$ cat config.mk
export PLATFORM = sky130hd
export DESIGN_NAME = issue_ctrl_unit_flat
export DESIGN_NICKNAME = d
export VERILOG_FILES = /design/src/rtl/issue_ctrl_unit_if.sv /design/src/rtl/issue_ctrl_unit.sv /design/src/flat_wrapper.sv
export SDC_FILE = /design/constraint.sdc
export NUM_CORES = 1
export LEC_CHECK = 0
export ABC_AREA = 1
export BUFFER_PORTS_ARGS = -buffer_cell sky130_fd_sc_hd__buf_4
export CAP_MARGIN = 25
export CORE_AREA = 2 2 87 89
export CTS_CLUSTER_DIAMETER = 120
export DETAILED_ROUTE_END_ITERATION = 10
export DIE_AREA = 0 0 89 91
export PLACE_DENSITY_LB_ADDON = 0.1
export SYNTH_ARGS = -nofsm -noshare
export SYNTH_HDL_FRONTEND = slang
export SYNTH_SLANG_ARGS = --single-unit
$ cat constraint.sdc
create_clock -name clk -period 7 [get_ports clk]
set_input_delay 0.35 -clock clk [delete_from_list [all_inputs] [get_ports clk]]
set_output_delay 0.35 -clock clk [all_outputs]
set_load 0.01 [all_outputs]
$ cat src/rtl/issue_ctrl_unit_if.sv
// Issue control unit bus: decode-side offer, execute-side output register,
// writeback retire port and pending-write count.
// With ISSUE_CTRL_BRANCH_EN defined the bus also carries flush and is_branch.
interface issue_ctrl_unit_if #(
  parameter int REG_ADDR_W = 5
);
  // decode side
  logic                  in_valid;
  logic                  in_ready;
  logic [6:0]            opcode;
  logic [REG_ADDR_W-1:0] rs1;
  logic [REG_ADDR_W-1:0] rs2;
  logic [REG_ADDR_W-1:0] rd;
  // execute side
  logic                  out_valid;
  logic                  out_ready;
  logic                  rs1_re;
  logic                  rs2_re;
  logic                  rd_we;
  logic                  mem_re;
  logic                  mem_we;
  logic                  illegal;
  logic [REG_ADDR_W-1:0] out_rd;
  // writeback side
  logic                  wb_valid;
  logic [REG_ADDR_W-1:0] wb_rd;
  logic [3:0]            inflight;
`ifdef ISSUE_CTRL_BRANCH_EN
  logic                  flush;
  logic                  is_branch;

  modport master (
    output in_valid, opcode, rs1, rs2, rd, out_ready, wb_valid, wb_rd, flush,
    input  in_ready, out_valid, rs1_re, rs2_re, rd_we, mem_re, mem_we, illegal,
           out_rd, inflight, is_branch
  );

  modport slave (
    input  in_valid, opcode, rs1, rs2, rd, out_ready, wb_valid, wb_rd, flush,
    output in_ready, out_valid, rs1_re, rs2_re, rd_we, mem_re, mem_we, illegal,
           out_rd, inflight, is_branch
  );
`else
  modport master (
    output in_valid, opcode, rs1, rs2, rd, out_ready, wb_valid, wb_rd,
    input  in_ready, out_valid, rs1_re, rs2_re, rd_we, mem_re, mem_we, illegal,
           out_rd, inflight
  );

  modport slave (
    input  in_valid, opcode, rs1, rs2, rd, out_ready, wb_valid, wb_rd,
    output in_ready, out_valid, rs1_re, rs2_re, rd_we, mem_re, mem_we, illegal,
           out_rd, inflight
  );
`endif
endinterface

$ cat src/rtl/issue_ctrl_unit.sv
// Issue control unit: decodes the offered instruction, stalls it on RAW/WAW
// hazards against a per-register pending-write scoreboard or when the
// in-flight write budget is exhausted, and hands accepted instructions to a
// single output register with a valid/ready handshake.
// Optional feature macro: ISSUE_CTRL_BRANCH_EN (branch/jump decode, flush
// input, is_branch output).
module issue_ctrl_unit #(
  parameter int REG_NUM      = 32,
  parameter int REG_ADDR_W   = 5,
  parameter int MAX_INFLIGHT = 4
) (
  input  logic              clk,
  input  logic              rst,
  issue_ctrl_unit_if.slave  bus
);

  localparam int         ADDR_SPACE = 1 << REG_ADDR_W;
  localparam logic [3:0] MAX_CNT    = 4'(MAX_INFLIGHT);

  // decoded controls of the offered instruction
  logic dec_rs1_re, dec_rs2_re, dec_rd_we, dec_mem_re, dec_mem_we, dec_illegal;
`ifdef ISSUE_CTRL_BRANCH_EN
  logic dec_branch;
`endif

  // output register
  logic                  out_valid_q;
  logic                  rs1_re_q, rs2_re_q, rd_we_q, mem_re_q, mem_we_q, illegal_q;
  logic [REG_ADDR_W-1:0] out_rd_q;
`ifdef ISSUE_CTRL_BRANCH_EN
  logic                  is_branch_q;
`endif

  // scoreboard: one bit per address, bits for r0 and r>=REG_NUM tied to zero
  logic [ADDR_SPACE-1:0] pend_q, pend_d;
  logic [ADDR_SPACE-1:0] pend_eff;
  logic [ADDR_SPACE-1:0] set_vec, wb_clr_vec, fl_clr_vec;
  logic [3:0]            inflight_q, inflight_d;

  logic wb_ret;     // writeback that actually retires a pending write
  logic fl_ret;     // flush that drops the held entry's pending write
  logic writes_rd;  // offered instruction writes a real register
  logic hazard, full, in_ready, issue, do_set, out_clear;

  // opcode table; anything not listed is illegal and enables nothing
  always_comb begin
    dec_rs1_re  = 1'b0;
    dec_rs2_re  = 1'b0;
    dec_rd_we   = 1'b0;
    dec_mem_re  = 1'b0;
    dec_mem_we  = 1'b0;
    dec_illegal = 1'b0;
`ifdef ISSUE_CTRL_BRANCH_EN
    dec_branch  = 1'b0;
`endif
    case (bus.opcode)
      7'b0010011: begin dec_rs1_re = 1'b1; dec_rd_we = 1'b1; end
      7'b0110011: begin dec_rs1_re = 1'b1; dec_rs2_re = 1'b1; dec_rd_we = 1'b1; end
      7'b0110111,
      7'b0010111: dec_rd_we = 1'b1;
      7'b0000011: begin dec_rs1_re = 1'b1; dec_rd_we = 1'b1; dec_mem_re = 1'b1; end
      7'b0100011: begin dec_rs1_re = 1'b1; dec_rs2_re = 1'b1; dec_mem_we = 1'b1; end
`ifdef ISSUE_CTRL_BRANCH_EN
      7'b1100011: begin dec_rs1_re = 1'b1; dec_rs2_re = 1'b1; dec_branch = 1'b1; end
      7'b1101111: begin dec_rd_we = 1'b1; dec_branch = 1'b1; end
      7'b1100111: begin dec_rs1_re = 1'b1; dec_rd_we = 1'b1; dec_branch = 1'b1; end
`endif
      default:    dec_illegal = 1'b1;
    endcase
  end

  assign wb_ret     = bus.wb_valid & pend_q[bus.wb_rd];
  assign wb_clr_vec = ADDR_SPACE'(wb_ret) << bus.wb_rd;
  // a register being retired this cycle no longer blocks a reader or writer
  assign pend_eff   = pend_q & ~wb_clr_vec;

  assign writes_rd = dec_rd_we & (|bus.rd);
  // RAW on either source, or WAW on the destination
  assign hazard = (dec_rs1_re & pend_eff[bus.rs1]) |
                  (dec_rs2_re & pend_eff[bus.rs2]) |
                  (writes_rd  & pend_eff[bus.rd]);
  // a writeback that retires nothing frees no slot, so only wb_ret relieves full
  assign full   = (inflight_q == MAX_CNT) & writes_rd & ~wb_ret;

`ifdef ISSUE_CTRL_BRANCH_EN
  assign in_ready  = (~out_valid_q | bus.out_ready) & ~hazard & ~full & ~bus.flush;
  assign out_clear = bus.out_ready | bus.flush;
  assign fl_ret    = bus.flush & out_valid_q & rd_we_q & (|out_rd_q) &
                     pend_q[out_rd_q] & ~(wb_ret & (bus.wb_rd == out_rd_q));
`else
  assign in_ready  = (~out_valid_q | bus.out_ready) & ~hazard & ~full;
  assign out_clear = bus.out_ready;
  assign fl_ret    = 1'b0;
`endif

  assign issue      = bus.in_valid & in_ready;
  assign do_set     = issue & writes_rd;
  assign set_vec    = ADDR_SPACE'(do_set) << bus.rd;
  assign fl_clr_vec = ADDR_SPACE'(fl_ret) << out_rd_q;

  // per-register next state: a same-cycle set beats any clear
  for (genvar gi = 0; gi < ADDR_SPACE; gi++) begin : g_pend
    if (gi == 0 || gi >= REG_NUM) begin : g_tied
      assign pend_d[gi] = 1'b0;
    end else begin : g_live
      assign pend_d[gi] = set_vec[gi] | (pend_q[gi] & ~wb_clr_vec[gi] & ~fl_clr_vec[gi]);
    end
  end

  // set and retire of the same register in one cycle nets to no change
  assign inflight_d = inflight_q + 4'(do_set) - 4'(wb_ret) - 4'(fl_ret);

  // scoreboard and pending-write count
  always_ff @(posedge clk or posedge rst) begin
    if (rst) begin
      pend_q     <= '0;
      inflight_q <= '0;
    end else begin
      pend_q     <= pend_d;
      inflight_q <= inflight_d;
    end
  end

  // output register: load on issue, hold while stalled, drop valid when consumed
  always_ff @(posedge clk or posedge rst) begin
    if (rst) begin
      out_valid_q <= 1'b0;
      rs1_re_q    <= 1'b0;
      rs2_re_q    <= 1'b0;
      rd_we_q     <= 1'b0;
      mem_re_q    <= 1'b0;
      mem_we_q    <= 1'b0;
      illegal_q   <= 1'b0;
      out_rd_q    <= '0;
`ifdef ISSUE_CTRL_BRANCH_EN
      is_branch_q <= 1'b0;
`endif
    end else if (issue) begin
      out_valid_q <= 1'b1;
      rs1_re_q    <= dec_rs1_re;
      rs2_re_q    <= dec_rs2_re;
      rd_we_q     <= dec_rd_we;
      mem_re_q    <= dec_mem_re;
      mem_we_q    <= dec_mem_we;
      illegal_q   <= dec_illegal;
      out_rd_q    <= bus.rd;
`ifdef ISSUE_CTRL_BRANCH_EN
      is_branch_q <= dec_branch;
`endif
    end else if (out_clear) begin
      out_valid_q <= 1'b0;
    end
  end

  assign bus.in_ready  = in_ready;
  assign bus.out_valid = out_valid_q;
  assign bus.rs1_re    = rs1_re_q;
  assign bus.rs2_re    = rs2_re_q;
  assign bus.rd_we     = rd_we_q;
  assign bus.mem_re    = mem_re_q;
  assign bus.mem_we    = mem_we_q;
  assign bus.illegal   = illegal_q;
  assign bus.out_rd    = out_rd_q;
  assign bus.inflight  = inflight_q;
`ifdef ISSUE_CTRL_BRANCH_EN
  assign bus.is_branch = is_branch_q;
`endif

endmodule

$ cat src/flat_wrapper.sv
// flat-port wrapper written by rule: the top's interface ports become plain ports
module issue_ctrl_unit_flat 
#(
  parameter int REG_NUM      = 32,
  parameter int REG_ADDR_W   = 5,
  parameter int MAX_INFLIGHT = 4
)
  (clk, rst, bus_in_valid, bus_opcode, bus_rs1, bus_rs2, bus_rd, bus_out_ready, bus_wb_valid, bus_wb_rd, bus_in_ready, bus_out_valid, bus_rs1_re, bus_rs2_re, bus_rd_we, bus_mem_re, bus_mem_we, bus_illegal, bus_out_rd, bus_inflight);
  issue_ctrl_unit_if #(.REG_ADDR_W(REG_ADDR_W)) bus_i ();
  input  logic clk;
  input  logic rst;
  input wire logic [$bits(bus_i.in_valid)-1:0] bus_in_valid;
  input wire logic [$bits(bus_i.opcode)-1:0] bus_opcode;
  input wire logic [$bits(bus_i.rs1)-1:0] bus_rs1;
  input wire logic [$bits(bus_i.rs2)-1:0] bus_rs2;
  input wire logic [$bits(bus_i.rd)-1:0] bus_rd;
  input wire logic [$bits(bus_i.out_ready)-1:0] bus_out_ready;
  input wire logic [$bits(bus_i.wb_valid)-1:0] bus_wb_valid;
  input wire logic [$bits(bus_i.wb_rd)-1:0] bus_wb_rd;
  output wire logic [$bits(bus_i.in_ready)-1:0] bus_in_ready;
  output wire logic [$bits(bus_i.out_valid)-1:0] bus_out_valid;
  output wire logic [$bits(bus_i.rs1_re)-1:0] bus_rs1_re;
  output wire logic [$bits(bus_i.rs2_re)-1:0] bus_rs2_re;
  output wire logic [$bits(bus_i.rd_we)-1:0] bus_rd_we;
  output wire logic [$bits(bus_i.mem_re)-1:0] bus_mem_re;
  output wire logic [$bits(bus_i.mem_we)-1:0] bus_mem_we;
  output wire logic [$bits(bus_i.illegal)-1:0] bus_illegal;
  output wire logic [$bits(bus_i.out_rd)-1:0] bus_out_rd;
  output wire logic [$bits(bus_i.inflight)-1:0] bus_inflight;
  assign bus_i.in_valid = bus_in_valid;
  assign bus_i.opcode = bus_opcode;
  assign bus_i.rs1 = bus_rs1;
  assign bus_i.rs2 = bus_rs2;
  assign bus_i.rd = bus_rd;
  assign bus_i.out_ready = bus_out_ready;
  assign bus_i.wb_valid = bus_wb_valid;
  assign bus_i.wb_rd = bus_wb_rd;
  assign bus_in_ready = bus_i.in_ready;
  assign bus_out_valid = bus_i.out_valid;
  assign bus_rs1_re = bus_i.rs1_re;
  assign bus_rs2_re = bus_i.rs2_re;
  assign bus_rd_we = bus_i.rd_we;
  assign bus_mem_re = bus_i.mem_re;
  assign bus_mem_we = bus_i.mem_we;
  assign bus_illegal = bus_i.illegal;
  assign bus_out_rd = bus_i.out_rd;
  assign bus_inflight = bus_i.inflight;
  issue_ctrl_unit #(.REG_NUM(REG_NUM), .REG_ADDR_W(REG_ADDR_W), .MAX_INFLIGHT(MAX_INFLIGHT)) u_core (.clk(clk), .rst(rst), .bus(bus_i));
endmodule
# Word-level counts from Yosys, hierarchy flattened
# Cells that the tools add are included.
[op_classes]
bitwise_logic = 175
n_reduce_logical = 6
magnitude_cmp = 4
mul = 0
eq_ne = 7
shifts = 3
add_sub_neg = 2
div = 0
n_mux = 16
[op_table]
columns = ["operator", "count"]
rows = [
  ["bitwise AND 1 bit", 73],
  ["inverter 1 bit", 66],
  ["left shift 1 x 5 -> 32 bit", 2],
  ["OR 1 bit", 34],
  ["bitwise AND 32 bit", 1],
  ["inverter 32 bit", 1],
  ["left shift 1 x 5 -> 32 bit, first input constant", 1],
  ["< comparator 5 x 6 -> 1 bit, second input constant", 4],
  ["equality test 7 x 6 -> 1 bit, second input constant", 3],
  ["binary-select mux 1 bit (select 5 bit)", 4],
  ["equality test 7 x 5 -> 1 bit, second input constant", 2],
  ["two-way mux 1 bit", 12],
  ["OR reduction 5 bit", 2],
  ["equality test 7 x 2 -> 1 bit, second input constant", 1],
  ["OR reduction 6 bit", 1],
  ["adder 4 x 1 -> 4 bit", 1],
  ["equality test 4 x 3 -> 1 bit, second input constant", 1],
  ["OR reduction 4 bit", 1],
  ["subtractor 4 x 1 -> 4 bit", 1],
  ["nonzero test 2 bit", 1],
  ["OR reduction 2 bit", 1],
]
[totals]
n_memories = 0
output_inout_bits = 17
latchBits = 0
ramBits = 0
elab_cells = 223
mem_bits_ro = 0
regBits = 47

# Depth between registers and ports, before layout
# Gate-level depths: netlist (run 1).
[logic_depth]
ltp_word = 18
ltp_mapped = 29
mapped_depth_nobuf = 28

# Worst setup path before layout (run 1)
# No wires, ideal clock.
[synth_timing]
path_type = "in2reg"
startpoint = "input bus_wb_rd[0]"
endpoint = "register u_core.inflight_q[2] (netlist: u_core.bus.inflight[2])"
t_arrival_ns = 3.299
setup_slack_ns = 3.578
path_stages = 27
setup_time_ns = 0.123
required_time_ns = 6.877
cell_sequence = "buf_4 -> buf_4 -> nand2_1 -> nand3_1 -> nand3_1 -> a21oi_1 -> nor2_4 -> nand4_2 -> nor2_2 -> nand3_1 -> nand3_1 -> nand2_1 -> o21ai_1 -> nand2_1 -> nand2_1 -> nand3_1 -> nand3_1 -> nand2_2 -> nor2_8 -> nand2_2 -> inv_2 -> nand2_1 -> inv_1 -> ha_1 -> inv_1 -> fa_1 -> xnor2_1"
[synth_between]
elab_chain_len = 18
[synth_rtl]
columns = ["item", "line_no", "source"]
rows = [
  ["start: declaration", "flat_wrapper.sv:19", "input wire logic [$bits(bus_i.wb_rd)-1:0] bus_wb_rd;"],
  ["binary-select mux 1 bit (select 5 bit)", "issue_ctrl_unit.sv:72", "assign wb_ret = bus.wb_valid & pend_q[bus.wb_rd];"],
  ["two-way mux 1 bit (not written as such)", "issue_ctrl_unit.sv:72", ""],
  ["bitwise AND 1 bit", "issue_ctrl_unit.sv:72", ""],
  ["left shift 1 x 5 -> 32 bit", "issue_ctrl_unit.sv:73", "assign wb_clr_vec = ADDR_SPACE'(wb_ret) << bus.wb_rd;"],
  ["inverter 32 bit", "issue_ctrl_unit.sv:75", "assign pend_eff = pend_q & ~wb_clr_vec;"],
  ["bitwise AND 32 bit", "issue_ctrl_unit.sv:75", ""],
  ["binary-select mux 1 bit (select 5 bit), on equally long branches", "issue_ctrl_unit.sv:79, issue_ctrl_unit.sv:80", ""],
  ["two-way mux 1 bit, on equally long branches", "issue_ctrl_unit.sv:79, issue_ctrl_unit.sv:80", ""],
  ["[4 not listed]", "n/a", ""],
  ["bitwise AND 1 bit", "issue_ctrl_unit.sv:91", "assign in_ready = (~out_valid_q | bus.out_ready) & ~hazard & ~full;"],
  ["bitwise AND 1 bit *", "issue_ctrl_unit.sv:91", ""],
  ["net bus_in_ready", "flat_wrapper.sv:20", "output wire logic [$bits(bus_i.in_ready)-1:0] bus_in_ready;"],
  ["bitwise AND 1 bit *", "issue_ctrl_unit.sv:96", "assign issue = bus.in_valid & in_ready;"],
  ["bitwise AND 1 bit *", "issue_ctrl_unit.sv:97", "assign do_set = issue & writes_rd;"],
  ["adder 4 x 1 -> 4 bit *", "issue_ctrl_unit.sv:111", "assign inflight_d = inflight_q + 4'(do_set) - 4'(wb_ret) - 4'(fl_ret);"],
  ["subtractor 4 x 1 -> 4 bit *", "issue_ctrl_unit.sv:111", ""],
  ["net u_core.inflight_d[2]", "issue_ctrl_unit.sv:38", "logic [3:0] inflight_q, inflight_d;"],
  ["end signal: assignment", "issue_ctrl_unit.sv:120", "inflight_q <= inflight_d;"],
  ["end: declaration", "issue_ctrl_unit.sv:38", ""],
]
# The timed path passes the listed nets; every way through them passes the cells marked *. The select of a mux whose other input is x is not followed.
# A chain may end at the register's enable or synchronous reset.

# Worst setup path after layout (run 1)
[layout_timing]
startpoint = "register u_core.pend_q[16]"
endpoint = "register u_core.inflight_q[1] (netlist: u_core.bus.inflight[1])"
[layout_between]
elab_chain_len = 18
[layout_rtl]
columns = ["item", "line_no", "source"]
rows = [
  ["start: declaration", "issue_ctrl_unit.sv:35", "logic [ADDR_SPACE-1:0] pend_q, pend_d;"],
  ["start signal: assignment", "issue_ctrl_unit.sv:119", "pend_q <= pend_d;"],
  ["binary-select mux 1 bit (select 5 bit)", "issue_ctrl_unit.sv:72", ""],
  ["two-way mux 1 bit (not written as such)", "issue_ctrl_unit.sv:72", ""],
  ["bitwise AND 1 bit", "issue_ctrl_unit.sv:72", ""],
  ["left shift 1 x 5 -> 32 bit", "issue_ctrl_unit.sv:73", ""],
  ["inverter 32 bit", "issue_ctrl_unit.sv:75", ""],
  ["bitwise AND 32 bit", "issue_ctrl_unit.sv:75", ""],
  ["binary-select mux 1 bit (select 5 bit), on equally long branches", "issue_ctrl_unit.sv:79, issue_ctrl_unit.sv:80", ""],
  ["two-way mux 1 bit, on equally long branches", "issue_ctrl_unit.sv:79, issue_ctrl_unit.sv:80", ""],
  ["[2 not listed]", "n/a", ""],
  ["OR 1 bit", "issue_ctrl_unit.sv:80", "(dec_rs2_re & pend_eff[bus.rs2]) |"],
  ["inverter 1 bit", "issue_ctrl_unit.sv:91", ""],
  ["bitwise AND 1 bit (2 in a row)", "issue_ctrl_unit.sv:91", ""],
  ["bitwise AND 1 bit", "issue_ctrl_unit.sv:96", ""],
  ["bitwise AND 1 bit", "issue_ctrl_unit.sv:97", ""],
  ["adder 4 x 1 -> 4 bit", "issue_ctrl_unit.sv:111", ""],
  ["subtractor 4 x 1 -> 4 bit *", "issue_ctrl_unit.sv:111", ""],
  ["net u_core.inflight_d[1]", "issue_ctrl_unit.sv:38", ""],
]
# Marked as above.

==> flow_summary.toml, run 1 <==
[clock_network]
cts_resized = 0
cts_tree = "done"
cts_buffer_depth = 2
post_cts_buffers = 0
cts_max_level = 2
clk_pin_slew_ns = 0.09
clock_latency_ns = 0.31
cts_buffers = 5
cts.sinks = 47
cts.root.buffer_cell = "clkbuf_8"

[yosys]
syn_nets = 637
ys_top_cells_by_area = "dfrtp_1, nand3_1, nand2_1, inv_1, nand4_1"
synth_area_mm2 = 0.003869
synth_cell_type_count = 32
yosys_warnings = 0
seq_area_frac_synth_pct = 30.40
avgSynthCellArea_um2 = 6.459
synth_top_area_cell = "dfrtp_1"
synth_top_cell_area_share_pct = 30.40
synth-seq-cells = 47
synth_cells = 599

[floorplan]
fp.dieArea_mm2 = 0.008099
die_h_um = 91
rows = 31
initial_core_util_pct = 54.21
coreArea_mm2 = 0.007137
io_pins = 49
die_x_um = 89

[global_routing]
grt_first_pass_wirelength_um = 20910
grt_usage_pct = 33.44
grt_max_degree = 48
overflow = 0
antenna_found_initial = 0
grt_pass1_vias = 4031

[drt]
dr_total_vias = 4448
drtIter0Drc = 495
drc = 0
ant_nets = 0
wl_um = 13180
firstDrtPassIters = 8
routed_via_density = 6.144
avgRoutedWirePerCell_um = 18.20

[finish]
regMostFlops = "u_core.pend_q"
syn_to_final_growth_pct = 12.48
diodes = 0
layout_common_cells = "nand3_1, nand2_1, inv_1, buf_4, dfrtp_1"
nets = 663
largest_register_ffs = 31
layout_commonest_cell = "nand3_1"
drive_gt1_share_pct = 13.92

[timing]
max_slew_margin_pct = 47.56
worst_slew_pin_slew_ns = 0.7764
fin_crit_sh_pct = 57.40
fin_worst_skew_ns = 0.006645
report.final.slew_viol_count = 0
fin_crit_ns = 4.018
fin_ws_ns = 2.982
setup_violations = 0
fmax_ghz = 0.2489
hold_violations = 0
rsz0062_at_grt = "false"
tns_ns = 0

[worst_setup_path]
cp_max_fo = 18
slowest_delay_ns = 0.49
critical-path-top-delay-family = "simple AND/OR/NAND/NOR gates"
crit_required_ns = 7.22
arrival_ns = 4.23
cp-start-kind = "flop"
crit_top_cell = "nand3_1"
crit_buf_inv = 5
critPathSlowestCell = "dfrtp_1"
crit_path_end_kind = "flop"
crit_type = "flop to flop"

[pwr]
p_total_w = 0.0007586
power_leakage_nw = 2.037
powerDensity_mw_per_mm2 = 174.3
ir_drop_mv = 0.2035

[run_status]
status = "complete, no violations"

[placement]
dp_slack_ns = 2.859
gp_congestion = 1.028
io_buffers = 48
hpwlAfterDp_um = 9892

[job]
drv_cap = 0

[worst_hold_path]
hp-class = "input pin to flop"
==> kinds of logic after synthesis <==
group,Yosys count,share of synthesized area [%]
adder cells (fa/ha/maj),6,2.135
XOR/XNOR,2,0.4529
buffers and inverters,90,9.347
flip-flops,47,30.40
AO/OA/AOI/OAI,18,2.555
AND/OR/NAND/NOR,436,55.11
==> final cells by class <==
cell class	instances	area (um2)
tap	99	123.9
inverter	59	224.0
fill	718	2785
clock buffer	5	68.82
timing repair buffer	50	390.4
sequential	47	1176
clock inverter	2	37.54
multi-input combinational	462	2331
==> through the flow <==
| step | util (%) | instances | cell area (um2) | hold slack (ns) |
|---|---|---|---|---|
| 3_3_place_gp | 59.06 | 715 | 4215 | 0.4742 |
| 2_1_floorplan | - | 599 | 3869 | 0.5135 |
| 5_1_grt | 60.97 | 724 | 4352 | 0.3158 |
| 3_5_place_dp | 59.06 | 715 | 4215 | 0.4666 |
| 6_report | 60.97 | 724 | 4352 | 0.3108 |
| 4_1_cts | 60.55 | 722 | 4322 | 0.3180 |
==> layer usage <==
metal  GRT usage (%)  up-vias  part of all wire (%)
met5               0        -                     0
met4           12.81        0                   3.6
met3           5.273       41                    10
met2           50.81      305                    46
met1           47.47     2021                    41
li1                -     2081                     -
==> cell usage after synthesis <==
cell type / instances
nor3_1: 2
dfrtp_1: 47
xnor2_1: 1
nor2_1: 12
fa_1: 1
inv_1: 50
nor2_2: 11
buf_6: 1
clkbuf_1: 17
o21a_1: 2
xor2_1: 1
a21oi_1: 5
nand3b_1: 1
nand2_1: 144
clkinv_1: 4
buf_1: 8
nand4_4: 2
nand3_2: 1
inv_4: 1
nor2_8: 1
ha_1: 5
o21ai_1: 10
a41oi_1: 1
inv_2: 4
nand2_2: 3
nand3_1: 233
nand4_2: 4
buf_2: 2
nor4_1: 2
nand4_1: 17
buf_4: 3
nor2_4: 3
==> timing repair <==
action                     CTS  global route
setup endpoints to repair    0             0
hold buffers                 0             1
hold endpoints to repair     0             7
==> final timing paths <==
kind                                          startpoint                                to  slack [ns]  cells after the start
min reg2reg                u_core.bus.rs1_re$_DFFE_PP0N_     u_core.bus.rs1_re$_DFFE_PP0N_        0.49                      2
min in group asynchronous                            rst  u_core.bus.inflight[3]$_DFF_PP0_        0.50                      3
max                          u_core.pend_q[16]$_DFF_PP0_  u_core.bus.inflight[1]$_DFF_PP0_        2.98                     28
max in group asynchronous                            rst    u_core.bus.illegal$_DFFE_PP0N_        6.02                      4
max reg2reg                  u_core.pend_q[16]$_DFF_PP0_  u_core.bus.inflight[1]$_DFF_PP0_        2.98                     28
min                                        bus_out_ready  u_core.bus.out_valid$_DFFE_PP0P_        0.31                      4
==> worst min-delay path, cell delays in order <==
cell     delay, ns
buf_4         0.08
inv_1         0.03
nand2_1       0.07
nand2_1       0.06
==> power by group <==
part	leakage [nW]	internal (W)	switching [W]	total (W)
clock	0.0502	0.000105	0.0000978	0.000202
sequential	0.630	0.000297	0.0000216	0.000319
combinational	1.36	0.0000957	0.000142	0.000238
total	2.04	0.000497	0.000261	0.000759
Power figures use the tool's default switching activity.
==> run 2: changes to the inputs <==
==> constraint.sdc (replaced) <==
create_clock -name clk -period 3.9 [get_ports clk]
set_input_delay 0.195 -clock clk [delete_from_list [all_inputs] [get_ports clk]]
set_output_delay 0.195 -clock clk [all_outputs]
set_load 0.01 [all_outputs]
==> run 2 against run 1 <==
Compared with the run above:
- register-to-register slack lost 2.8 ns
- cell count grew 3.6%
- flip-flop and latch count is the same
- non-clock buffer count grew 25
- clock-buffer cell count grew 1
- global-route usage grew 1.8 points
- sequential share of layout area shrank 2.4 points
- critical path depth grew 1
- maximum frequency grew 9.1%
- clock power grew 92%
- critical path type unchanged
- largest cell class unchanged
- routed wire length grew 7.8%
- first-iteration DRC count grew 60%
==> flow_summary.toml, run 2 (synthesized netlist as in run 1, its figures left out) <==
[worst_setup_path]
r2r_slack_ns = 0.22
critPathSlowestCell = "dfrtp_2"
reg2reg_depth = 29
crit_required_ns = 4.09
arrival_ns = 3.88
crit_path_end_kind = "flop"
crit_type = "flop to flop"
rr_endpoint = "u_core.bus.inflight[2]$_DFF_PP0_"
cp_max_fo = 5
slowest_delay_ns = 0.44
critical-path-top-delay-family = "simple AND/OR/NAND/NOR gates"
crit_buf_inv = 5
path_depth = 29
cp-start-kind = "flop"
r2r-start = "u_core.pend_q[21]$_DFF_PP0_"

[timing]
hold_ws_ns = 0.1477
fin_ws_ns = 0.2185
worst_slew_pin_slew_ns = 0.5642
fmax_ghz = 0.2716
fin_crit_ns = 3.681
max_slew_margin_pct = 62.34
fin_crit_sh_pct = 94.40
report.final.slew_viol_count = 0
hold_violations = 0
fin_worst_skew_ns = 0.006051
setup_violations = 0

[placement]
dp_slack_ns = 0.2309
gp_congestion = 1.043
dp_cells = 734
io_buffers = 48
hpwlAfterDp_um = 10550

[finish]
final_cells = 750
largest_register_ffs = 31
layout_common_cells = "nand3_1, nand2_1, buf_4, inv_1, dfrtp_1"
syn_to_final_growth_pct = 23.67
regMostFlops = "u_core.pend_q"
diodes = 0
layout_commonest_cell = "nand3_1"
drive_gt1_share_pct = 21.35
nets = 688

[pwr]
p_total_w = 0.001423
ir_drop_mv = 0.3385
power_leakage_nw = 2.190
powerDensity_mw_per_mm2 = 297.4

[clock_network]
cts_tree = "done"
cts_max_level = 2
cts_buffers = 5
clk_pin_slew_ns = 0.09
clock_latency_ns = 0.30
cts_buffer_depth = 2
cts.sinks = 47
cts.root.buffer_cell = "clkbuf_8"

[drt]
drc = 0
drtIter0Drc = 794
dr_total_vias = 4633
wl_um = 14200
ant_nets = 0
routed_via_density = 6.177
avgRoutedWirePerCell_um = 18.93
firstDrtPassIters = 8

[floorplan]
rows = 31
coreArea_mm2 = 0.007137
fp.dieArea_mm2 = 0.008099
io_pins = 49
die_h_um = 91
die_x_um = 89
initial_core_util_pct = 54.21

[global_routing]
antenna_found_initial = 0
grt_first_pass_wirelength_um = 22080
grt_pass1_vias = 4250
overflow = 0
grt_max_degree = 48
grt_usage_pct = 35.25

[worst_hold_path]
hp-class = "input pin to flop"
min_to = "u_core.bus.out_valid$_DFFE_PP0P_"
hold_path_startpoint = "bus_out_ready"
min_path_cells = 4

[run_status]
status = "complete, no violations"

[job]
drv_cap = 0
[run 2: repair_timing]
action | CTS | global route
hold buffers | 0 | 1
resized for setup | 0 | 42
setup buffers | 0 | 6
hold endpoints to repair | 0 | 6
endpoints found under the setup margin | 0 | 2
[run 2: layout make-up]
| type | instances | area [um2] |
|---|---|---|
| Multi-Input combinational cell | 462 | 2560 |
| Fill cell | 650 | 2352 |
| Sequential cell | 47 | 1177 |
| Timing Repair Buffer | 75 | 578.1 |
| Inverter | 59 | 224.0 |
| Tap cell | 99 | 123.9 |
| Clock buffer | 6 | 82.58 |
| Clock inverter | 2 | 38.79 |
[run 2: worst register-to-register path, delay by kind of cell (launching register included)]
kind | cells | cell delay (ns)
AND/OR/NAND/NOR | 21 | 2.12
adder cells (fa/ha/maj) | 2 | 0.52
flip-flops | 1 | 0.44
buffers and inverters | 5 | 0.38
XOR/XNOR | 1 | 0.13
[run 2: worst max path at each step]
stage,startpoint,end
final,u_core.pend_q[21]$_DFF_PP0_,u_core.bus.inflight[2]$_DFF_PP0_
after global routing,u_core.pend_q[21]$_DFF_PP0_,u_core.bus.inflight[2]$_DFF_PP0_
after CTS,u_core.pend_q[21]$_DFF_PP0_,u_core.bus.inflight[2]$_DFF_PP0_
after detailed placement,bus_wb_rd[0],u_core.bus.inflight[2]$_DFF_PP0_
after global placement,bus_wb_rd[0],u_core.bus.inflight[1]$_DFF_PP0_
after floorplan,bus_wb_rd[0],u_core.bus.inflight[2]$_DFF_PP0_
[run 2: per-stage QoR]
| stage | util (%) | setup TNS, ns | cell area (um2) |
|---|---|---|---|
| global route | 67.04 | -0.04986 | 4785 |
| global placement | 61.06 | 0 | 4358 |
| floorplan | - | 0 | 3869 |
| finish | 67.04 | 0 | 4785 |
| detailed placement | 61.06 | 0 | 4358 |
| CTS | 62.76 | 0 | 4479 |
[run 2: routing by layer]
| layer | track usage (%) | share of wire, % | vias up |
|---|---|---|---|
| li1 | - | - | 2138 |
| met3 | 7.727 | 12 | 43 |
| met2 | 53.67 | 46 | 331 |
| met1 | 50.87 | 40 | 2121 |
| met4 | 8.831 | 2.6 | 0 |
| met5 | 0 | 0 | - |
[run 2: power by group]
group | switching (W) | internal, W | leakage (nW)
Clock | 0.000176 | 0.000211 | 0.0618
Sequential | 0.0000371 | 0.000533 | 0.628
Combinational | 0.000280 | 0.000186 | 1.50
==> run 3: changes to the inputs <==
--- a/config.mk
+++ b/config.mk
@@ -8,10 +8,10 @@
 export ABC_AREA = 1
 export BUFFER_PORTS_ARGS = -buffer_cell sky130_fd_sc_hd__buf_4
 export CAP_MARGIN = 25
-export CORE_AREA = 2 2 87 89
+export CORE_AREA = 2 2 89 91
 export CTS_CLUSTER_DIAMETER = 120
 export DETAILED_ROUTE_END_ITERATION = 10
-export DIE_AREA = 0 0 89 91
+export DIE_AREA = 0 0 91 93
 export PLACE_DENSITY_LB_ADDON = 0.1
 export SYNTH_ARGS = -nofsm -noshare
 export SYNTH_HDL_FRONTEND = slang
==> constraint.sdc (replaced) <==
create_clock -name clk -period 3.27 [get_ports clk]
set_input_delay 0.1635 -clock clk [delete_from_list [all_inputs] [get_ports clk]]
set_output_delay 0.1635 -clock clk [all_outputs]
set_load 0.01 [all_outputs]
==> run 3 against run 2 <==
Compared with the run above:
- the run now ends with setup timing left
- clock skew grew 0.016 ns
- sequential share of layout area shrank 3.7 points
- cell count grew 11%
- maximum frequency shrank 0.32%
- sequential power grew 19%
- critical path depth is the same
- non-clock buffer count grew 79
- critical endpoint is now u_core.bus.inflight[1]$_DFF_PP0_
- largest cell class unchanged
- highest routed layer unchanged
==> flow_summary.toml, run 3 (synthesized netlist as in run 1, its figures left out) <==
[drt]
firstDrtPassIters = 7
ant_nets = 0
avgRoutedWirePerCell_um = 21.02
wl_um = 17490
drtIter0Drc = 662
routed_via_density = 6.250
drc = 0
dr_total_vias = 5200

[pwr]
powerDensity_mw_per_mm2 = 325.3
p_total_w = 0.001827
power_leakage_nw = 2.612
ir_drop_mv = 0.5098

[global_routing]
grt_max_degree = 48
grt_first_pass_wirelength_um = 25430
antenna_found_initial = 0
overflow = 0
grt_usage_pct = 38.35
top_usage_layer = "met2"
met1_usage_pct = 51.93
use_met3_pct = 6.849
grtUsageMet2_pct = 61.73
grt_pass1_vias = 4788

[clock_network]
cts.sinks = 47
cts_tree = "done"
cts_max_level = 2
cts.root.buffer_cell = "clkbuf_8"
cts_buffers = 5
clk_pin_slew_ns = 0.11
clock_latency_ns = 0.32
cts_buffer_depth = 2

[floorplan]
die_h_um = 93
coreArea_mm2 = 0.007527
initial_core_util_pct = 51.40
die_x_um = 91
rows = 32
io_pins = 49
fp.dieArea_mm2 = 0.008463

[timing]
fin_crit_ns = 3.693
report.final.slew_viol_count = 0
tns_ns = -7.515
fin_ws_ns = -0.4232
fmax_ghz = 0.2708
max_slew_margin_pct = 51.30
worst_slew_pin_slew_ns = 0.7297
hold_violations = 0
fin_worst_skew_ns = 0.02184
setup_violations = 35
fin_crit_sh_pct = 112.9
rsz0062_at_grt = "true"

[worst_setup_path]
crit_type = "flop to flop"
cp_max_fo = 4
slowest_delay_ns = 0.51
crit_required_ns = 3.48
rr_endpoint = "u_core.bus.inflight[1]$_DFF_PP0_"
r2r-start = "u_core.pend_q[16]$_DFF_PP0_"
endpoint = "u_core.bus.inflight[1]$_DFF_PP0_"
arrival_ns = 3.90
cp-start-kind = "flop"
crit_top_cell = "nand2_1"
reg2reg_depth = 29
r2r_slack_ns = -0.42
cp-startpoint = "u_core.pend_q[16]$_DFF_PP0_"
critPathSlowestCell = "fa_2"
crit_path_end_kind = "flop"

[placement]
io_buffers = 48
gp_congestion = 1.043
hpwlAfterDp_um = 11490

[finish]
regMostFlops = "u_core.pend_q"
syn_to_final_growth_pct = 45.18
drive_gt1_share_pct = 35.21
diodes = 0
layout_common_cells = "nand3_1, buf_4, nand2_1, dfrtp_1, inv_1"
seqCellArea_mm2 = 0.001176
largest_register_ffs = 31
nets = 767
multi_input_area_mm2 = 0.002774
fill_cells = 580
layout_commonest_cell = "nand3_1"

[run_status]
status = "finished, violations left"
violations = "setup timing"

[worst_hold_path]
hp-class = "input pin to flop"

[job]
drv_cap = 0
## run 3: changes by cell type in the layout (fill, tap and decap cells not counted), sizes merged
| cell | change |
|---|---|
| buf | +79 |
| bufinv | -1 |
| clkbuf | +1 |
| clkinvlp | +1 |
| inv | -1 |
## run 3: worst min-delay path by stage
stage               cells after the start                          endpoint     startpoint
floorplan                               3     u_core.bus.mem_we$_DFFE_PP0N_  bus_opcode[4]
global placement                        4  u_core.bus.out_valid$_DFFE_PP0P_  bus_out_ready
detailed placement                      4  u_core.bus.out_valid$_DFFE_PP0P_  bus_out_ready
CTS                                     4  u_core.bus.out_valid$_DFFE_PP0P_  bus_out_ready
global route                            4  u_core.bus.out_valid$_DFFE_PP0P_  bus_out_ready
finish                                  4  u_core.bus.out_valid$_DFFE_PP0P_  bus_out_ready
## run 3: routing by layer
layer,up-vias,share of wire [%]
li1,2299,-
met1,2368,38
met2,432,45
met3,101,11
met4,0,5.2
met5,-,0
## run 3: per-stage QoR
step | area, um2 | setup WS [ns] | instances | hold WS (ns) | utilization (%)
after floorplan | 3869 | 0.03447 | 599 | 0.3281 | -
after global placement | 4877 | -0.2908 | 804 | 0.4287 | 64.79
after detailed placement | 4877 | -0.3124 | 804 | 0.4453 | 64.79
after CTS | 5293 | -0.1277 | 823 | 0.1225 | 70.31
after global routing | 5617 | -0.6203 | 832 | 0.1561 | 74.62
final | 5617 | -0.4232 | 832 | 0.1239 | 74.62
## run 3: report_power, final
| part | leakage (nW) | switching, W | internal, W |
|---|---|---|---|
| clock | 0.0505 | 0.000223 | 0.000193 |
| combinational | 1.93 | 0.000433 | 0.000297 |
| sequential | 0.630 | 0.0000446 | 0.000636 |
| total | 2.61 | 0.000701 | 0.00113 |
## run 3: worst max-delay path: cells and delay by family (launching register included)
kind	cells	cell delay (ns)
flip-flops	1	0.40
AO/OA/AOI/OAI	1	0.18
buffers and inverters	6	0.40
adder cells (fa/ha/maj)	2	0.65
AND/OR/NAND/NOR	20	1.93
## run 3: repair_timing
action | in CTS | in global routing
endpoints found under the hold margin | 0 | 12
pin swaps | 8 | 34
setup endpoints to repair | 3 | 36
gates resized for setup | 44 | 55
buffers inserted | 11 | 8
hold buffers | 0 | 1
## run 3: cell type report
class	count	area share [%]
Clock inverter	1	0.1337
Sequential cell	47	20.94
Timing Repair Buffer	154	21.56
Multi-Input combinational cell	462	49.39
Inverter	59	3.988
Clock buffer	7	1.715
Tap cell	102	2.272
